--- src/rtl/sent_tx_crc_gen.sv ---
// SENT transmit-side CRC generator.
// Captures a fast-channel, short-serial or enhanced-serial payload on a start
// pulse and computes its CRC bit-serially, MSB first. The payload is followed
// by zero augmentation bits, and the LFSR starts from the standard seed.
// Produces CRC-4 for fast and short-serial frames, CRC-6 for enhanced serial.
module sent_tx_crc_gen #(
  parameter logic [3:0] SEED4 = 4'b0101,
  parameter logic [3:0] POLY4 = 4'b1101,
  parameter logic [5:0] SEED6 = 6'b010101,
  parameter logic [5:0] POLY6 = 6'b011001
) (
  input  logic        clk_tx,
  input  logic        reset_n_tx,
  input  logic        start_i,
  input  logic [1:0]  mode_i,
  input  logic [2:0]  nibble_num_i,
  input  logic [23:0] data_i,
  output logic        busy_o,
  output logic [5:0]  crc_o,
  output logic        crc_done_o,
  output logic        err_o
);

  typedef enum logic {IDLE, SHIFT} state_t;

  state_t      state_reg;
  logic [5:0]  lfsr_reg;
  logic [29:0] sr_reg;      // payload left-justified at bit 29, zeros behind it
  logic [4:0]  cnt_reg;     // bits still to process, augmentation included
  logic        wide_reg;    // 1 = CRC-6 run, 0 = CRC-4 run
  logic        busy_reg;
  logic [5:0]  crc_reg;
  logic        done_reg;
  logic        err_reg;

  logic        req_illegal;
  logic [29:0] load_sr;
  logic [4:0]  load_cnt;
  logic        load_wide;
  logic [5:0]  load_seed;
  logic        bit_in;
  logic [5:0]  lfsr_next;

  // Decode a request into shift-register image, bit count and CRC width
  always_comb begin
    req_illegal = (mode_i == 2'b11) ||
                  ((mode_i == 2'b00) && ((nibble_num_i == 3'd0) || (nibble_num_i == 3'd7)));
    load_sr   = '0;
    load_cnt  = '0;
    load_wide = 1'b0;
    load_seed = {2'b00, SEED4};
    case (mode_i)
      2'b00: begin
        load_cnt = {nibble_num_i, 2'b00} + 5'd4;
        case (nibble_num_i)
          3'd1:    load_sr = {data_i[3:0],  26'd0};
          3'd2:    load_sr = {data_i[7:0],  22'd0};
          3'd3:    load_sr = {data_i[11:0], 18'd0};
          3'd4:    load_sr = {data_i[15:0], 14'd0};
          3'd5:    load_sr = {data_i[19:0], 10'd0};
          3'd6:    load_sr = {data_i[23:0], 6'd0};
          default: load_sr = '0;
        endcase
      end
      2'b01: begin
        load_cnt = 5'd16;
        load_sr  = {data_i[11:0], 18'd0};
      end
      2'b10: begin
        load_cnt  = 5'd30;
        load_sr   = {data_i[23:0], 6'd0};
        load_wide = 1'b1;
        load_seed = SEED6;
      end
      default: begin
        load_cnt = '0;
      end
    endcase
  end

  // One LFSR step: shift in the next payload bit, fold in the polynomial on carry-out
  always_comb begin
    bit_in = sr_reg[29];
    if (wide_reg) begin
      lfsr_next = {lfsr_reg[4:0], bit_in} ^ (lfsr_reg[5] ? POLY6 : 6'd0);
    end else begin
      lfsr_next = {2'b00, ({lfsr_reg[2:0], bit_in} ^ (lfsr_reg[3] ? POLY4 : 4'd0))};
    end
  end

  // Control FSM: accept requests in IDLE, process one bit per clock in SHIFT
  always_ff @(posedge clk_tx) begin
    if (!reset_n_tx) begin
      state_reg <= IDLE;
      lfsr_reg  <= '0;
      sr_reg    <= '0;
      cnt_reg   <= '0;
      wide_reg  <= 1'b0;
      busy_reg  <= 1'b0;
      crc_reg   <= '0;
      done_reg  <= 1'b0;
      err_reg   <= 1'b0;
    end else begin
      done_reg <= 1'b0;
      err_reg  <= 1'b0;
      case (state_reg)
        IDLE: begin
          if (start_i) begin
            if (req_illegal) begin
              err_reg <= 1'b1;
            end else begin
              lfsr_reg  <= load_seed;
              sr_reg    <= load_sr;
              cnt_reg   <= load_cnt;
              wide_reg  <= load_wide;
              busy_reg  <= 1'b1;
              state_reg <= SHIFT;
            end
          end
        end
        SHIFT: begin
          lfsr_reg <= lfsr_next;
          sr_reg   <= {sr_reg[28:0], 1'b0};
          cnt_reg  <= cnt_reg - 5'd1;
          if (cnt_reg == 5'd1) begin
            crc_reg   <= lfsr_next;
            done_reg  <= 1'b1;
            busy_reg  <= 1'b0;
            state_reg <= IDLE;
          end
        end
        default: begin
          state_reg <= IDLE;
        end
      endcase
    end
  end

  assign busy_o     = busy_reg;
  assign crc_o      = crc_reg;
  assign crc_done_o = done_reg;
  assign err_o      = err_reg;

endmodule
--- config.mk ---
export PLATFORM = sky130hd
export DESIGN_NAME = sent_tx_crc_gen
export DESIGN_NICKNAME = d
export VERILOG_FILES = /design/src/rtl/sent_tx_crc_gen.sv
export SDC_FILE = /design/constraint.sdc
export NUM_CORES = 1
export LEC_CHECK = 0
export ABC_CLOCK_PERIOD_IN_PS = 2500
export CORE_UTILIZATION = 57
export CTS_BUF_LIST = sky130_fd_sc_hd__clkbuf_8
export CTS_CLUSTER_DIAMETER = 50
export DETAILED_ROUTE_END_ITERATION = 16
export GPL_ROUTABILITY_DRIVEN = 0
export PLACE_DENSITY_LB_ADDON = 0.15
export SYNTH_ARGS = -nofsm -noshare
export SYNTH_HDL_FRONTEND = slang
export SYNTH_SLANG_ARGS = --single-unit
export TNS_END_PERCENT = 1
--- constraint.sdc ---
create_clock -name clk_tx -period 2.5 [get_ports clk_tx]
set_input_delay 0.5 -clock clk_tx [delete_from_list [all_inputs] [get_ports clk_tx]]
set_output_delay 0.5 -clock clk_tx [all_outputs]
set_load 0.01 [all_outputs]
# After elaboration in Yosys (flattened, before gate mapping)
# Cells that the tools add are included.
# word_totals
ff_bits	52
in_bits	32
output_inout_bits	9
# classes
add_sub_neg	2
eq_ne	14
n_mux	27
bitwise	6
n_reduce_logical	11
# ops
operator	count
case mux 30 bit (6 select lines)	1
case mux 30 bit (3 select lines)	1
2-to-1 mux 30 bit	2
case mux 30 bit (2 select lines)	1
2-to-1 mux 5 bit	4
2-to-1 mux 6 bit	3
case mux 5 bit (3 select lines)	1
equality test 3 bit, second input constant	4
case mux 6 bit (2 select lines)	1
case mux 5 bit (2 select lines)	1
2-to-1 mux 1 bit	9
equality test 3 x 2 -> 1 bit, second input constant	2
AND reduction 2 bit	3
AND reduction 3 bit	2
XOR 6 x 5 -> 6 bit	1
adder 5 x 3 -> 5 bit, second input constant	1
equality test 5 x 1 -> 1 bit, second input constant	1
subtractor 5 x 1 -> 5 bit, second input constant	1
equality test 2 bit, second input constant	2
2-to-1 mux 4 bit	1
!= test 2 bit, second input constant	2
NOT 1 bit	4
case mux 1 bit (2 select lines)	2
XOR 4 bit	1
8 further kinds	9

# Logic depth before layout (Yosys ltp)
# Gate-level depths: netlist of run 1.
# depth
word_depth	7
depth_mapped	9
mapped_depth_nobuf	6

# Worst setup path before layout of run 1
# Ideal clock, no wire load.
# synth_timing
path_type	input-to-reg
from	in nibble_num_i[2]
to	reg sr_reg[24]
setup_ps	131
arrival_ps	1882
required_ps	2369
setup_slack_ps	487
cell_stages	8
path_cell_list	buf_2 buf_2 inv_1 ha_1 clkbuf_1 a32o_1 a221oi_1 o22ai_1
# synth_via
elab_chain_cells	6
word_cells_on_any_way	18
cone_classes	eq/ne (8); mux (5); reduce/logical (5)
# synth_lines
element	line	text
from (decl)	16	input logic [2:0] nibble_num_i,
equality test 3 bit (tied with other cells)	55	case (nibble_num_i)
case mux 30 bit (6 select lines) or logical OR 1 bit (tied branches)	55, 47	
case mux 30 bit (3 select lines) or logical AND 1 bit (tied branches)	52, 47	
2-to-1 mux 30 bit or logical OR 1 bit (tied branches)	109, 46	
2-to-1 mux 30 bit or != test 2 bit (tied branches)	-	
case mux 30 bit (2 select lines) or AND reduction 2 bit (tied branches)	-	
to (signal assigned)	113	sr_reg <= load_sr;
to (signal assigned)	123	sr_reg <= {sr_reg[28:0], 1'b0};
to (decl)	28	logic [29:0] sr_reg;
# Parallel ways exist; a longest one is shown, timed or not. The select of a mux whose other input is x is not followed.
# A chain may end at the register's enable or synchronous reset.

# Worst setup path in the final report of run 1
# layout_timing
from	in nibble_num_i[0]
to	reg sr_reg[17]
# The elaborated chain is that of the path after synthesis.

==> results of run 1 <==
==> power by group through the flow <==
stage / Sequential (µW) / Combinational (µW) / Clock [µW]
finish: 806 / 481 / 594
global route: 811 / 513 / 618
CTS: 805 / 468 / 598
detailed placement: 821 / 464 / 0
global placement: 820 / 456 / 0
floorplan: 814 / 280 / 0
==> critical path: cells and delay by family <==
| family | cells | cell delay [ns] |
|---|---|---|
| compound gates | 3 | 0.55 |
| mux | 1 | 0.36 |
| fa+ha+maj | 1 | 0.25 |
| buf+inv | 3 | 0.79 |
==> through the flow <==
step / cells / utilization [%] / hold WS, ns / instance area (µm²)
finish: 469 / 76.0 / 0.470 / 3690
global route: 469 / 76.0 / 0.503 / 3690
CTS: 469 / 76.0 / 0.470 / 3690
detailed placement: 461 / 73.6 / 0.456 / 3570
global placement: 461 / 73.6 / 0.446 / 3570
floorplan: 354 / - / 0.441 / 2950
==> cell families after synthesis <==
group,after synthesis,share of synthesized area [%]
muxes,15,5.46
xor gates and xnor gates,4,1.19
and+or+nand+nor,86,14.8
adders and majority gates,12,5.08
buffers and inverters,45,6.23
AOI/OAI and AO/OA,146,36.1
DFF,46,31.2
==> metal layers <==
layer / track usage, % / vias up
met5: 0 / -
met4: 9.83 / 0
met3: 8.40 / 13
met2: 49.6 / 183
met1: 46.2 / 1473
li1: - / 1462
==> path summary, 6_finish.rpt <==
check                        from          to
hold / removal           crc_o[5]    crc_o[5]
setup reg to reg        state_reg   sr_reg[8]
setup / recovery  nibble_num_i[0]  sr_reg[17]
hold reg to reg          crc_o[5]    crc_o[5]
==> cell usage after synthesis (all sizes together) (7+ instances only) <==
library cell,number,area [µm²]
a32o,7,70.1
clkbuf,23,86.3
o21ai,23,115
a221oi,8,70.1
inv,13,48.8
a22oi,15,113
nor2,18,67.6
a21oi,15,75.1
dfxtp,46,921
nand3,18,103
mux2,9,101
nand2,26,97.6
a222oi,7,70.1
o22ai,14,87.6
buf,9,48.8
ha,12,150
a211oi,25,200
a31oi,8,50.1
==> cell type report <==
class                      instances  share of cell area, %
multi-input combinational        263                   50.2
sequential                        46                   25.0
timing repair buffer              72                   18.1
tap                               67                   2.27
clock buffer                       5                   1.87
clock inverter                     3                   1.32
inverter                          13                   1.32
==> impl_results.html, run 1 <==
<table>
<tr><th>Metric</th><th>Value</th></tr>
<tr><th colspan="2">Floorplan</th></tr>
<tr><td>Die X</td><td>74.0 µm</td></tr>
<tr><td># rows</td><td>25</td></tr>
<tr><td>Die span in y</td><td>74.0 µm</td></tr>
<tr><td>Die footprint</td><td>0.00547 mm²</td></tr>
<tr><td>Ports placed on the boundary</td><td>41</td></tr>
<tr><td>Effective utilization at floorplan</td><td>60.9%</td></tr>
<tr><td>Core Footprint</td><td>0.00485 mm²</td></tr>
<tr><th colspan="2">Logic synthesis</th></tr>
<tr><td>Distinct cell type count after synthesis</td><td>48</td></tr>
<tr><td>Register area share after synthesis</td><td>31.2%</td></tr>
<tr><td>Instance count of the mapped netlist</td><td>354</td></tr>
<tr><td>Synthesized Nets</td><td>398</td></tr>
<tr><td>Post-synth EDFFs</td><td>0</td></tr>
<tr><td>Main synth FF type</td><td>dfxtp_1</td></tr>
<tr><td>Share of synthesized flip-flops with an asynchronous set or reset</td><td>0%</td></tr>
<tr><td>Post-synthesis average cell area</td><td>8.34 µm²</td></tr>
<tr><td>Total number of yosys warnings</td><td>0</td></tr>
<tr><td>Post-Syn Area</td><td>0.00295 mm²</td></tr>
<tr><td>Number of flip-flops and latches in the synthesized netlist</td><td>46</td></tr>
<tr><th colspan="2">Critical path</th></tr>
<tr><td>Cell chain of the critical path</td><td>clkdlybuf4s50_1 -&gt; inv_1 -&gt; ha_1 -&gt; mux2_2 -&gt; a21oi_1 -&gt; buf_4 -&gt; a2bb2oi_1 -&gt; o22ai_1</td></tr>
<tr><td>Critical-path top delay cell</td><td>clkdlybuf4s50_1</td></tr>
<tr><td>CP Max Fanout</td><td>7</td></tr>
<tr><td>Required time worst endpoint</td><td>2.68 ns</td></tr>
<tr><td>Data arrival time of the critical path</td><td>2.47 ns</td></tr>
<tr><td>Number of cell instances on the worst register-to-register path</td><td>5</td></tr>
<tr><td>Critical Path Sink Type</td><td>register</td></tr>
<tr><td>Crit path largest cell delay</td><td>0.51 ns</td></tr>
<tr><td>CP Class</td><td>input port to register</td></tr>
<tr><td>Flop-to-flop setup slack</td><td>0.82 ns</td></tr>
<tr><td>CP startpoint kind</td><td>input port</td></tr>
<tr><th colspan="2">Power and ir drop</th></tr>
<tr><td>Total power</td><td>1880 µW</td></tr>
<tr><td>Logic pwr share</td><td>25.6%</td></tr>
<tr><td>Standby leakage power</td><td>0.00132 µW</td></tr>
<tr><td>Sequential cell fraction of total power</td><td>42.9%</td></tr>
<tr><td>Internal power</td><td>1300 µW</td></tr>
<tr><td>Switching component of the power</td><td>583 µW</td></tr>
<tr><td>Clock group share of total power</td><td>31.6%</td></tr>
<tr><td>Worst voltage drop across the vdd grid</td><td>0.385 mV</td></tr>
<tr><td>Pwr Density</td><td>510 mW/mm²</td></tr>
<tr><td>Sw Ratio</td><td>31.0%</td></tr>
<tr><th colspan="2">Final layout</th></tr>
<tr><td>Total Nets Final</td><td>445</td></tr>
<tr><td>Total of fill cells in the finished design</td><td>343</td></tr>
<tr><td>Most frequent cells in the layout</td><td>dfxtp_1, clkdlybuf4s50_1, buf_4</td></tr>
<tr><td>Multi-input combinational cell area</td><td>0.00185 mm²</td></tr>
<tr><td>Share of post-route cells with drive strength above 1</td><td>13.9%</td></tr>
<tr><td>Register area</td><td>921 µm²</td></tr>
<tr><td>Layout overhead on the synthesized area</td><td>24.8%</td></tr>
<tr><td>Number of flip-flops in the largest register</td><td>24</td></tr>
<tr><td>Inserted Diodes</td><td>0</td></tr>
<tr><td>Most common library cell in the layout ignoring fill and taps</td><td>dfxtp_1</td></tr>
<tr><th colspan="2">Drt</th></tr>
<tr><td>Detailed-router iteration count before antenna repair</td><td>6</td></tr>
<tr><td>DRC violation count after routing</td><td>0</td></tr>
<tr><td>Met3 wire length</td><td>854 µm</td></tr>
<tr><td>Total wire length</td><td>8.69 mm</td></tr>
<tr><td>Via count normalized by instance count</td><td>6.68</td></tr>
<tr><td>Count of nets left with antenna violations after detail routing</td><td>0</td></tr>
<tr><td>Met1 wire length</td><td>3.91 mm</td></tr>
<tr><td>Overall via count from detail_route</td><td>3131</td></tr>
<tr><td>Detail Route met2 WL</td><td>3.81 mm</td></tr>
<tr><td>Detailed Route Iter0 Violations</td><td>373</td></tr>
<tr><td>Wirelength per Cell</td><td>18.5 µm</td></tr>
<tr><td>DR top layer</td><td>met4</td></tr>
<tr><th colspan="2">Timing</th></tr>
<tr><td>Setup repair after global routing missed its margin</td><td>no</td></tr>
<tr><td>Setup total negative slack</td><td>0 ns</td></tr>
<tr><td>Total count of max-transition violations in the final report</td><td>0</td></tr>
<tr><td>Transition time at the pin with the least slew margin</td><td>0.602 ns</td></tr>
<tr><td>Period utilization</td><td>91.6%</td></tr>
<tr><td>Final setup margin</td><td>0.211 ns</td></tr>
<tr><td>Number of endpoints failing setup at the final stage</td><td>0</td></tr>
<tr><td>Crit path time final</td><td>2.29 ns</td></tr>
<tr><td>Final number of hold-violating endpoints</td><td>0</td></tr>
<tr><td>Relative slew margins</td><td>59.6%</td></tr>
<tr><td>Clock skew</td><td>0.00657 ns</td></tr>
<tr><td>Max Freq</td><td>437 MHz</td></tr>
<tr><th colspan="2">Global routing</th></tr>
<tr><td>Largest net degree at the start of global routing</td><td>34</td></tr>
<tr><td>Global-route usage over all layers</td><td>32.9%</td></tr>
<tr><td>Overall overflow remaining after global route</td><td>0</td></tr>
<tr><td>Number of antenna violations at the first check in global routing</td><td>0</td></tr>
<tr><td>Wire length of the first global-routing pass</td><td>13.9 mm</td></tr>
<tr><td>Number of global-route vias before repair</td><td>2809</td></tr>
<tr><th colspan="2">Clock network</th></tr>
<tr><td>Clock latency at the later pin of the worst-skew pair</td><td>0.31 ns</td></tr>
<tr><td>Clock buffers created by TritonCTS</td><td>5</td></tr>
<tr><td>Max Buffers Root-to-Sink</td><td>2</td></tr>
<tr><td>Count of instances resized after the clock tree is built</td><td>0</td></tr>
<tr><td>Root buf cell</td><td>clkbuf_8</td></tr>
<tr><td>H-tree levels</td><td>2</td></tr>
<tr><td># Post-CTS Setup Buffers</td><td>0</td></tr>
<tr><td>CTS clock-pin slew for the worst setup and hold paths</td><td>0.10 ns</td></tr>
<tr><td>Post-CTS Hold Buffers</td><td>0</td></tr>
<tr><td>CTS tree</td><td>built</td></tr>
<tr><td>Sinks on Clock Net</td><td>46</td></tr>
<tr><th colspan="2">Flow run</th></tr>
<tr><td>Max capacitance violation total</td><td>0</td></tr>
<tr><th colspan="2">Hold path</th></tr>
<tr><td>Cells on Worst Hold Path</td><td>2</td></tr>
<tr><td>Path category of the worst min-delay check</td><td>register to register</td></tr>
<tr><th colspan="2">Placed design</th></tr>
<tr><td>Total half-perimeter wirelength after legalization and detailed placement</td><td>6.13 mm</td></tr>
<tr><td>IO Port Bufs</td><td>40</td></tr>
<tr><td>Setup Slack @ Placement</td><td>-0.0816 ns</td></tr>
<tr><th colspan="2">Run status</th></tr>
<tr><td>Run status</td><td>finished, final reports clean</td></tr>
</table>
Note: power is estimated with default switching activity, not from simulation.
==> run 2, diff against run 1 <==
--- a/config.mk
+++ b/config.mk
@@ -5,8 +5,10 @@
 export SDC_FILE = /design/constraint.sdc
 export NUM_CORES = 1
 export LEC_CHECK = 0
-export ABC_CLOCK_PERIOD_IN_PS = 2500
-export CORE_UTILIZATION = 57
+export ABC_CLOCK_PERIOD_IN_PS = 2850
+export CELL_PAD_IN_SITES_DETAIL_PLACEMENT = 0
+export CELL_PAD_IN_SITES_GLOBAL_PLACEMENT = 2
+export CORE_UTILIZATION = 37
 export CTS_BUF_LIST = sky130_fd_sc_hd__clkbuf_8
 export CTS_CLUSTER_DIAMETER = 50
 export DETAILED_ROUTE_END_ITERATION = 16
==> constraint.sdc (replaced) <==
create_clock -name clk_tx -period 2.85 [get_ports clk_tx]
set_input_delay 0.57 -clock clk_tx [delete_from_list [all_inputs] [get_ports clk_tx]]
set_output_delay 0.57 -clock clk_tx [all_outputs]
set_load 0.01 [all_outputs]
==> run 2 against run 1 <==
Cell count up 4.5%. Sequential power down 12%. Clock-buffer cell count unchanged. Design area down 3.0%. Clock skew up 0.0055 ns.
==> impl_results.html, run 2 (synthesis gave the netlist of run 1 again) <==
<table>
<tr><th>Metric</th><th>Value</th></tr>
<tr><th colspan="2">Power and ir drop</th></tr>
<tr><td>Worst voltage drop across the vdd grid</td><td>0.235 mV (was 0.385 mV)</td></tr>
<tr><td>Standby leakage power</td><td>0.00123 µW (was 0.00132 µW)</td></tr>
<tr><td>Pwr Density</td><td>430 mW/mm² (was 510 mW/mm²)</td></tr>
<tr><th colspan="2">Final layout</th></tr>
<tr><td>Total Nets Final</td><td>431 (was 445)</td></tr>
<tr><td>Layout overhead on the synthesized area</td><td>21.0% (was 24.8%)</td></tr>
<tr><td>Register area</td><td>921 µm² (unchanged)</td></tr>
<tr><td>Multi-input combinational cell area</td><td>0.00185 mm² (unchanged)</td></tr>
<tr><td>Number of flip-flops in the largest register</td><td>24 (unchanged)</td></tr>
<tr><td>Most frequent cells in the layout</td><td>dfxtp_1, clkdlybuf4s50_1, nand2_1 (was dfxtp_1, clkdlybuf4s50_1, buf_4)</td></tr>
<tr><td>Most common library cell in the layout ignoring fill and taps</td><td>dfxtp_1 (unchanged)</td></tr>
<tr><td>Inserted Diodes</td><td>0 (unchanged)</td></tr>
<tr><td>Share of post-route cells with drive strength above 1</td><td>10.8% (was 13.9%)</td></tr>
<tr><td>Total of fill cells in the finished design</td><td>767 (was 343)</td></tr>
<tr><th colspan="2">Timing</th></tr>
<tr><td>Final number of hold-violating endpoints</td><td>0 (unchanged)</td></tr>
<tr><td>Clock skew</td><td>0.0121 ns (was 0.00657 ns)</td></tr>
<tr><td>Max Freq</td><td>419 MHz</td></tr>
<tr><td>Transition time at the pin with the least slew margin</td><td>0.822 ns (was 0.602 ns)</td></tr>
<tr><td>Final setup margin</td><td>0.465 ns (was 0.211 ns)</td></tr>
<tr><td>Relative slew margins</td><td>45.1% (was 59.6%)</td></tr>
<tr><td>Number of endpoints failing setup at the final stage</td><td>0 (unchanged)</td></tr>
<tr><td>Period utilization</td><td>83.7%</td></tr>
<tr><td>Setup repair after global routing missed its margin</td><td>no (unchanged)</td></tr>
<tr><td>Total count of max-transition violations in the final report</td><td>0 (unchanged)</td></tr>
<tr><td>Crit path time final</td><td>2.39 ns</td></tr>
<tr><td>Setup total negative slack</td><td>0 ns (unchanged)</td></tr>
<tr><th colspan="2">Clock network</th></tr>
<tr><td># Post-CTS Setup Buffers</td><td>0 (unchanged)</td></tr>
<tr><td>Root buf cell</td><td>clkbuf_8 (unchanged)</td></tr>
<tr><td>Post-CTS Hold Buffers</td><td>0 (unchanged)</td></tr>
<tr><td>Clock buffers created by TritonCTS</td><td>5 (unchanged)</td></tr>
<tr><td>H-tree levels</td><td>2 (unchanged)</td></tr>
<tr><td>CTS tree</td><td>built (unchanged)</td></tr>
<tr><td>Max Buffers Root-to-Sink</td><td>2 (unchanged)</td></tr>
<tr><td>Clock latency at the later pin of the worst-skew pair</td><td>0.31 ns (about the same)</td></tr>
<tr><td>CTS clock-pin slew for the worst setup and hold paths</td><td>0.10 ns (about the same)</td></tr>
<tr><td>Count of instances resized after the clock tree is built</td><td>0 (unchanged)</td></tr>
<tr><td>Sinks on Clock Net</td><td>46 (unchanged)</td></tr>
<tr><th colspan="2">Critical path</th></tr>
<tr><td>Crit path largest cell delay</td><td>0.58 ns (was 0.51 ns)</td></tr>
<tr><td>Required time worst endpoint</td><td>3.09 ns (was 2.68 ns)</td></tr>
<tr><td>CP top delay family</td><td>compound AO/OA/AOI/OAI gates (was buffers and inverters)</td></tr>
<tr><td>Cell chain of the critical path</td><td>clkdlybuf4s50_1 -&gt; inv_1 -&gt; ha_1 -&gt; nand2b_1 -&gt; o22ai_1 -&gt; o21ai_0 -&gt; a31oi_1 (was clkdlybuf4s50_1 -&gt; inv_1 -&gt; ha_1 -&gt; mux2_2 -&gt; a21oi_1 -&gt; buf_4 -&gt; a2bb2oi_1 -&gt; o22ai_1)</td></tr>
<tr><td>CP Class</td><td>input port to register (unchanged)</td></tr>
<tr><td>CP startpoint kind</td><td>input port (unchanged)</td></tr>
<tr><td>Number of cell instances on the worst register-to-register path</td><td>5 (unchanged)</td></tr>
<tr><td>Flop-to-flop setup slack</td><td>0.92 ns (was 0.82 ns)</td></tr>
<tr><td>Data arrival time of the critical path</td><td>2.63 ns (was 2.47 ns)</td></tr>
<tr><td>Endpoint of the worst register-to-register path</td><td>sr_reg[29] (was sr_reg[8])</td></tr>
<tr><td>Number of buffers and inverters on the critical path</td><td>2 (was 3)</td></tr>
<tr><td>Critical-path top delay cell</td><td>o22ai_1 (was clkdlybuf4s50_1)</td></tr>
<tr><td>CP Max Fanout</td><td>8 (was 7)</td></tr>
<tr><td>Launching point of the worst reg2reg path</td><td>state_reg (unchanged)</td></tr>
<tr><td>Critical Path Sink Type</td><td>register (unchanged)</td></tr>
<tr><th colspan="2">Floorplan</th></tr>
<tr><td># rows</td><td>32 (was 25)</td></tr>
<tr><td>Core Footprint</td><td>0.00773 mm² (was 0.00485 mm²)</td></tr>
<tr><td>Die span in y</td><td>91.4 µm (was 74.0 µm)</td></tr>
<tr><td>Effective utilization at floorplan</td><td>38.2% (was 60.9%)</td></tr>
<tr><td>Die footprint</td><td>0.00835 mm² (was 0.00547 mm²)</td></tr>
<tr><td>Ports placed on the boundary</td><td>41 (unchanged)</td></tr>
<tr><td>Die X</td><td>91.4 µm (was 74.0 µm)</td></tr>
<tr><th colspan="2">Placed design</th></tr>
<tr><td>Setup Slack @ Placement</td><td>0.165 ns (was -0.0816 ns)</td></tr>
<tr><td>Total half-perimeter wirelength after legalization and detailed placement</td><td>6.78 mm (was 6.13 mm)</td></tr>
<tr><td>IO Port Bufs</td><td>40 (unchanged)</td></tr>
<tr><th colspan="2">Drt</th></tr>
<tr><td>Total wire length</td><td>9.45 mm (was 8.69 mm)</td></tr>
<tr><td>Detailed Route Iter0 Violations</td><td>244 (was 373)</td></tr>
<tr><td>Count of nets left with antenna violations after detail routing</td><td>0 (unchanged)</td></tr>
<tr><td>Wirelength per Cell</td><td>19.3 µm (was 18.5 µm)</td></tr>
<tr><td>Detailed-router iteration count before antenna repair</td><td>5 (was 6)</td></tr>
<tr><td>Overall via count from detail_route</td><td>2983 (was 3131)</td></tr>
<tr><td>DRC violation count after routing</td><td>0 (unchanged)</td></tr>
<tr><td>Via count normalized by instance count</td><td>6.09 (was 6.68)</td></tr>
<tr><th colspan="2">Hold path</th></tr>
<tr><td>Cells on Worst Hold Path</td><td>2 (unchanged)</td></tr>
<tr><td>Origin of the worst min-delay path</td><td>crc_o[5] (unchanged)</td></tr>
<tr><td>WHS Endpoint</td><td>crc_o[5] (unchanged)</td></tr>
<tr><td>Path category of the worst min-delay check</td><td>register to register (unchanged)</td></tr>
<tr><th colspan="2">Global routing</th></tr>
<tr><td>Number of antenna violations at the first check in global routing</td><td>0 (unchanged)</td></tr>
<tr><td>Wire length of the first global-routing pass</td><td>15.8 mm (was 13.9 mm)</td></tr>
<tr><td>Largest net degree at the start of global routing</td><td>34 (unchanged)</td></tr>
<tr><td>Global-route usage over all layers</td><td>24.0% (was 32.9%)</td></tr>
<tr><td>Overall overflow remaining after global route</td><td>0 (unchanged)</td></tr>
<tr><td>Number of global-route vias before repair</td><td>2886 (was 2809)</td></tr>
<tr><th colspan="2">Flow run</th></tr>
<tr><td>Max capacitance violation total</td><td>0 (unchanged)</td></tr>
<tr><th colspan="2">Run status</th></tr>
<tr><td>Run status</td><td>finished, final reports clean (unchanged)</td></tr>
</table>
==> run 2: layout make-up <==
cell class                 count  area share, %
sequential                    46           25.8
timing repair buffer          58           15.0
clock buffer                   5           1.93
inverter                      13           1.37
tap                          102           3.57
multi-input combinational    263           51.7
clock inverter                 3          0.665
==> run 2: how the worst max path moves through the flow <==
stage	startpoint	end	slack, ns	cells after the start
6_report	mode_i[1]	cnt_reg[4]	0.46	7
5_1_grt	mode_i[1]	cnt_reg[4]	0.24	7
4_1_cts	nibble_num_i[0]	sr_reg[14]	0.46	8
3_5_place_dp	nibble_num_i[0]	sr_reg[14]	0.16	8
3_3_place_gp	mode_i[0]	sr_reg[29]	0.20	6
2_1_floorplan	nibble_num_i[2]	sr_reg[24]	0.77	8
==> run 2: where the power goes <==
part	switching, µW	total [µW]	internal [µW]
registers	27.4	707	680
clock network	250	426	176
logic	230	403	173
==> run 2: worst register-to-register path: cells and delay by family (launching register included) <==
| family | cells | cell delay (ns) |
|---|---|---|
| AOI/OAI and AO/OA | 2 | 0.54 |
| buffers and inverters | 1 | 0.20 |
| DFF | 1 | 0.35 |
| and+or+nand+nor | 2 | 0.78 |
==> run 2: per-layer routing <==
metal / up-vias / global-route usage [%] / share of wire [%]
met5: - / 0 / 0
met1: 1419 / 35.0 / 48
met2: 117 / 37.6 / 45
met4: 0 / 4.89 / 0.86
li1: 1437 / - / -
met3: 10 / 3.02 / 5.7
==> run 2: per-stage QoR <==
stage / utilization, % / power (µW) / instances / area [µm²] / hold slack [ns]
CTS: 46.3 / 1540 / 490 / 3570 / 0.465
global placement: 45.1 / 1120 / 482 / 3480 / 0.445
detailed placement: 45.1 / 1120 / 482 / 3480 / 0.450
global route: 46.3 / 1620 / 490 / 3570 / 0.491
finish: 46.3 / 1540 / 490 / 3570 / 0.458
floorplan: - / 960 / 354 / 2950 / 0.441
==> run 3, diff against run 2 <==
--- a/config.mk
+++ b/config.mk
@@ -5,10 +5,10 @@
 export SDC_FILE = /design/constraint.sdc
 export NUM_CORES = 1
 export LEC_CHECK = 0
-export ABC_CLOCK_PERIOD_IN_PS = 2850
+export ABC_CLOCK_PERIOD_IN_PS = 2400
 export CELL_PAD_IN_SITES_DETAIL_PLACEMENT = 0
 export CELL_PAD_IN_SITES_GLOBAL_PLACEMENT = 2
-export CORE_UTILIZATION = 37
+export CORE_UTILIZATION = 34
 export CTS_BUF_LIST = sky130_fd_sc_hd__clkbuf_8
 export CTS_CLUSTER_DIAMETER = 50
 export DETAILED_ROUTE_END_ITERATION = 16
==> constraint.sdc (replaced) <==
create_clock -name clk_tx -period 2.4 [get_ports clk_tx]
set_input_delay 0.48 -clock clk_tx [delete_from_list [all_inputs] [get_ports clk_tx]]
set_output_delay 0.48 -clock clk_tx [all_outputs]
set_load 0.01 [all_outputs]
==> run 3 against run 2 <==
Sequential power up 19%. Sequential cell count unchanged. Largest power group unchanged. Critical path depth up 1. Wire length down 0.28%. Design area up 6.7%. Critical path type unchanged. Hold slack better by 0.0028 ns. Cell count up 4.3%. Non-clock buffer count up 18. Combinational power up 29%.
==> impl_results.html, run 3 (synthesis gave the netlist of run 1 again) <==
<table>
<tr><th>Metric</th><th>Value</th></tr>
<tr><th colspan="2">Run status</th></tr>
<tr><td>Run status</td><td>finished, final reports clean (unchanged)</td></tr>
<tr><th colspan="2">Power and ir drop</th></tr>
<tr><td>Clock group share of total power</td><td>30.4% (was 27.7%)</td></tr>
<tr><td>Standby leakage power</td><td>0.00135 µW (was 0.00123 µW)</td></tr>
<tr><td>Sw Ratio</td><td>30.5% (was 33.0%)</td></tr>
<tr><td>Logic pwr share</td><td>26.6% (was 26.2%)</td></tr>
<tr><td>Switching component of the power</td><td>595 µW (was 508 µW)</td></tr>
<tr><td>Pwr Density</td><td>512 mW/mm² (was 430 mW/mm²)</td></tr>
<tr><td>Worst voltage drop across the vdd grid</td><td>0.280 mV (was 0.235 mV)</td></tr>
<tr><td>Sequential cell fraction of total power</td><td>43.0% (was 46.0%)</td></tr>
<tr><td>Internal power</td><td>1360 µW (was 1030 µW)</td></tr>
<tr><th colspan="2">Timing</th></tr>
<tr><td>Relative slew margins</td><td>45.9% (was 45.1%)</td></tr>
<tr><td>Transition time at the pin with the least slew margin</td><td>0.810 ns (was 0.822 ns)</td></tr>
<tr><td>Crit path time final</td><td>2.24 ns</td></tr>
<tr><td>Max Freq</td><td>446 MHz</td></tr>
<tr><td>Clock skew</td><td>0.00592 ns (was 0.0121 ns)</td></tr>
<tr><td>Number of endpoints failing setup at the final stage</td><td>0 (unchanged)</td></tr>
<tr><td>Setup total negative slack</td><td>0 ns (unchanged)</td></tr>
<tr><td>Setup repair after global routing missed its margin</td><td>no (unchanged)</td></tr>
<tr><td>Final setup margin</td><td>0.160 ns (was 0.465 ns)</td></tr>
<tr><td>Total count of max-transition violations in the final report</td><td>0 (unchanged)</td></tr>
<tr><td>Worst Hold Margin</td><td>0.461 ns (was 0.458 ns)</td></tr>
<tr><td>Period utilization</td><td>93.3%</td></tr>
<tr><td>Final number of hold-violating endpoints</td><td>0 (unchanged)</td></tr>
<tr><th colspan="2">Drt</th></tr>
<tr><td>Detailed Route Iter0 Violations</td><td>212 (was 244)</td></tr>
<tr><td>Wirelength per Cell</td><td>18.4 µm (was 19.3 µm)</td></tr>
<tr><td>Overall via count from detail_route</td><td>2979 (was 2983)</td></tr>
<tr><td>Total wire length</td><td>9.42 mm (was 9.45 mm)</td></tr>
<tr><td>Detailed-router iteration count before antenna repair</td><td>5 (unchanged)</td></tr>
<tr><td>Count of nets left with antenna violations after detail routing</td><td>0 (unchanged)</td></tr>
<tr><td>Via count normalized by instance count</td><td>5.83 (was 6.09)</td></tr>
<tr><td>DRC violation count after routing</td><td>0 (unchanged)</td></tr>
<tr><th colspan="2">Final layout</th></tr>
<tr><td>Share of post-route cells with drive strength above 1</td><td>15.0% (was 10.8%)</td></tr>
<tr><td>Most common library cell in the layout ignoring fill and taps</td><td>dfxtp_1 (unchanged)</td></tr>
<tr><td>Core utilization of the finished layout</td><td>46.0% (was 46.3%)</td></tr>
<tr><td>Total Nets Final</td><td>449 (was 431)</td></tr>
<tr><td>Most frequent cells in the layout</td><td>dfxtp_1, clkdlybuf4s50_1, buf_4 (was dfxtp_1, clkdlybuf4s50_1, nand2_1)</td></tr>
<tr><td>Post-route non-filler standard cell count</td><td>511 (was 490)</td></tr>
<tr><td>Inserted Diodes</td><td>0 (unchanged)</td></tr>
<tr><td>Layout overhead on the synthesized area</td><td>29.1% (was 21.0%)</td></tr>
<tr><td>Number of flip-flops in the largest register</td><td>24 (unchanged)</td></tr>
<tr><th colspan="2">Floorplan</th></tr>
<tr><td>Core Footprint</td><td>0.00830 mm² (was 0.00773 mm²)</td></tr>
<tr><td>Die X</td><td>95.2 µm (was 91.4 µm)</td></tr>
<tr><td>Die footprint</td><td>0.00906 mm² (was 0.00835 mm²)</td></tr>
<tr><td># rows</td><td>33 (was 32)</td></tr>
<tr><td>Ports placed on the boundary</td><td>41 (unchanged)</td></tr>
<tr><td>Effective utilization at floorplan</td><td>35.6% (was 38.2%)</td></tr>
<tr><td>Die span in y</td><td>95.2 µm (was 91.4 µm)</td></tr>
<tr><th colspan="2">Critical path</th></tr>
<tr><td>Required time worst endpoint</td><td>2.56 ns (was 3.09 ns)</td></tr>
<tr><td>Number of cell instances on the worst register-to-register path</td><td>5 (unchanged)</td></tr>
<tr><td>Critical Path Sink Type</td><td>register (unchanged)</td></tr>
<tr><td>CP Class</td><td>input port to register (unchanged)</td></tr>
<tr><td>Endpoint of the worst register-to-register path</td><td>sr_reg[14] (was sr_reg[29])</td></tr>
<tr><td>Data arrival time of the critical path</td><td>2.40 ns (was 2.63 ns)</td></tr>
<tr><td>Last element of the critical path</td><td>sr_reg[14] (was cnt_reg[4])</td></tr>
<tr><td>CP startpoint kind</td><td>input port (unchanged)</td></tr>
<tr><td>Beginning of the critical path</td><td>nibble_num_i[0] (was mode_i[1])</td></tr>
<tr><td>Launching point of the worst reg2reg path</td><td>state_reg (unchanged)</td></tr>
<tr><td>CP Max Fanout</td><td>7 (was 8)</td></tr>
<tr><td>Flop-to-flop setup slack</td><td>0.60 ns (was 0.92 ns)</td></tr>
<tr><th colspan="2">Global routing</th></tr>
<tr><td>Largest net degree at the start of global routing</td><td>34 (unchanged)</td></tr>
<tr><td>Wire length of the first global-routing pass</td><td>15.2 mm (was 15.8 mm)</td></tr>
<tr><td>GR Layer Usage met1</td><td>31.5% (was 35.0%)</td></tr>
<tr><td>Number of antenna violations at the first check in global routing</td><td>0 (unchanged)</td></tr>
<tr><td>Global-route usage over all layers</td><td>22.1% (was 24.0%)</td></tr>
<tr><td>Met3 usage in global routing</td><td>2.95% (was 3.02%)</td></tr>
<tr><td>Number of global-route vias before repair</td><td>2762 (was 2886)</td></tr>
<tr><td>Overall overflow remaining after global route</td><td>0 (unchanged)</td></tr>
<tr><td>Most utilized layer in the global route result</td><td>met2 (unchanged)</td></tr>
<tr><td>M2 GR Usage</td><td>35.5% (was 37.6%)</td></tr>
<tr><th colspan="2">Clock network</th></tr>
<tr><td>H-tree levels</td><td>2 (unchanged)</td></tr>
<tr><td># Post-CTS Setup Buffers</td><td>0 (unchanged)</td></tr>
<tr><td>Count of instances resized after the clock tree is built</td><td>0 (unchanged)</td></tr>
<tr><td>Clock latency at the later pin of the worst-skew pair</td><td>0.30 ns (was 0.31 ns)</td></tr>
<tr><td>Clock buffers created by TritonCTS</td><td>5 (unchanged)</td></tr>
<tr><td>CTS clock-pin slew for the worst setup and hold paths</td><td>0.09 ns (was 0.10 ns)</td></tr>
<tr><td>Max Buffers Root-to-Sink</td><td>2 (unchanged)</td></tr>
<tr><td>Root buf cell</td><td>clkbuf_8 (unchanged)</td></tr>
<tr><td>CTS tree</td><td>built (unchanged)</td></tr>
<tr><td>Post-CTS Hold Buffers</td><td>0 (unchanged)</td></tr>
<tr><td>Sinks on Clock Net</td><td>46 (unchanged)</td></tr>
<tr><th colspan="2">Placed design</th></tr>
<tr><td>Total half-perimeter wirelength after legalization and detailed placement</td><td>7.08 mm (was 6.78 mm)</td></tr>
<tr><td>Setup Slack @ Placement</td><td>-0.198 ns (was 0.165 ns)</td></tr>
<tr><td>DP Cell Count</td><td>503 (was 482)</td></tr>
<tr><td>IO Port Bufs</td><td>40 (unchanged)</td></tr>
<tr><th colspan="2">Hold path</th></tr>
<tr><td>Origin of the worst min-delay path</td><td>crc_o[4] (was crc_o[5])</td></tr>
<tr><td>Cells on Worst Hold Path</td><td>2 (unchanged)</td></tr>
<tr><td>Path category of the worst min-delay check</td><td>register to register (unchanged)</td></tr>
<tr><th colspan="2">Flow run</th></tr>
<tr><td>Max capacitance violation total</td><td>0 (unchanged)</td></tr>
</table>
-- run 3: cell types whose count changed in the layout (fill, tap and decap cells not counted) --
cell and delta:
a21oi_1 -1, a21oi_2 +1, buf_12 +6, buf_4 +12, bufinv_16 +1, inv_6 -1
-- run 3: power groups by stage --
stage	sequential [µW]	combinational, µW	clock, µW
after global routing	846	566	637
after floorplan	848	292	0
after CTS	840	519	606
after global placement	857	515	0
final	840	519	593
after detailed placement	858	516	0
-- run 3: per-stage QoR --
step | power (µW) | area, µm²
final | 1950 | 3810
after global routing | 2050 | 3810
after CTS | 1960 | 3810
after detailed placement | 1370 | 3700
after global placement | 1370 | 3700
after floorplan | 1140 | 2950
-- run 3: final cells by class --
type	instances	area, µm²
repair buffers	76	746
multi-input cells	263	1850
inverters	13	48.8
well taps	105	131
clock buffers	5	68.8
fillers	814	4490
clock inverters	3	45.0
flip-flops and latches	46	921
-- run 3: worst min path at each step --
| stage | end |
|---|---|
| after floorplan | lfsr_reg[1] |
| after global placement | crc_o[4] |
| after detailed placement | crc_o[4] |
| after CTS | crc_o[4] |
| after global routing | crc_o[4] |
| final | crc_o[4] |
-- run 3: layer usage --
| layer | vias up | wire length, µm |
|---|---|---|
| met5 | - | 0 |
| met4 | 0 | 104 |
| met1 | 1432 | 4560 |
| li1 | 1472 | - |
| met3 | 11 | 334 |
| met2 | 64 | 4420 |
-- run 3: worst max-delay path, stage by stage --
cell,delay (ns)
clkdlybuf4s50_1,0.51
inv_1,0.09
ha_1,0.24
mux2_2,0.38
a21oi_2,0.21
buf_4,0.18
a2bb2oi_1,0.19
o22ai_1,0.11
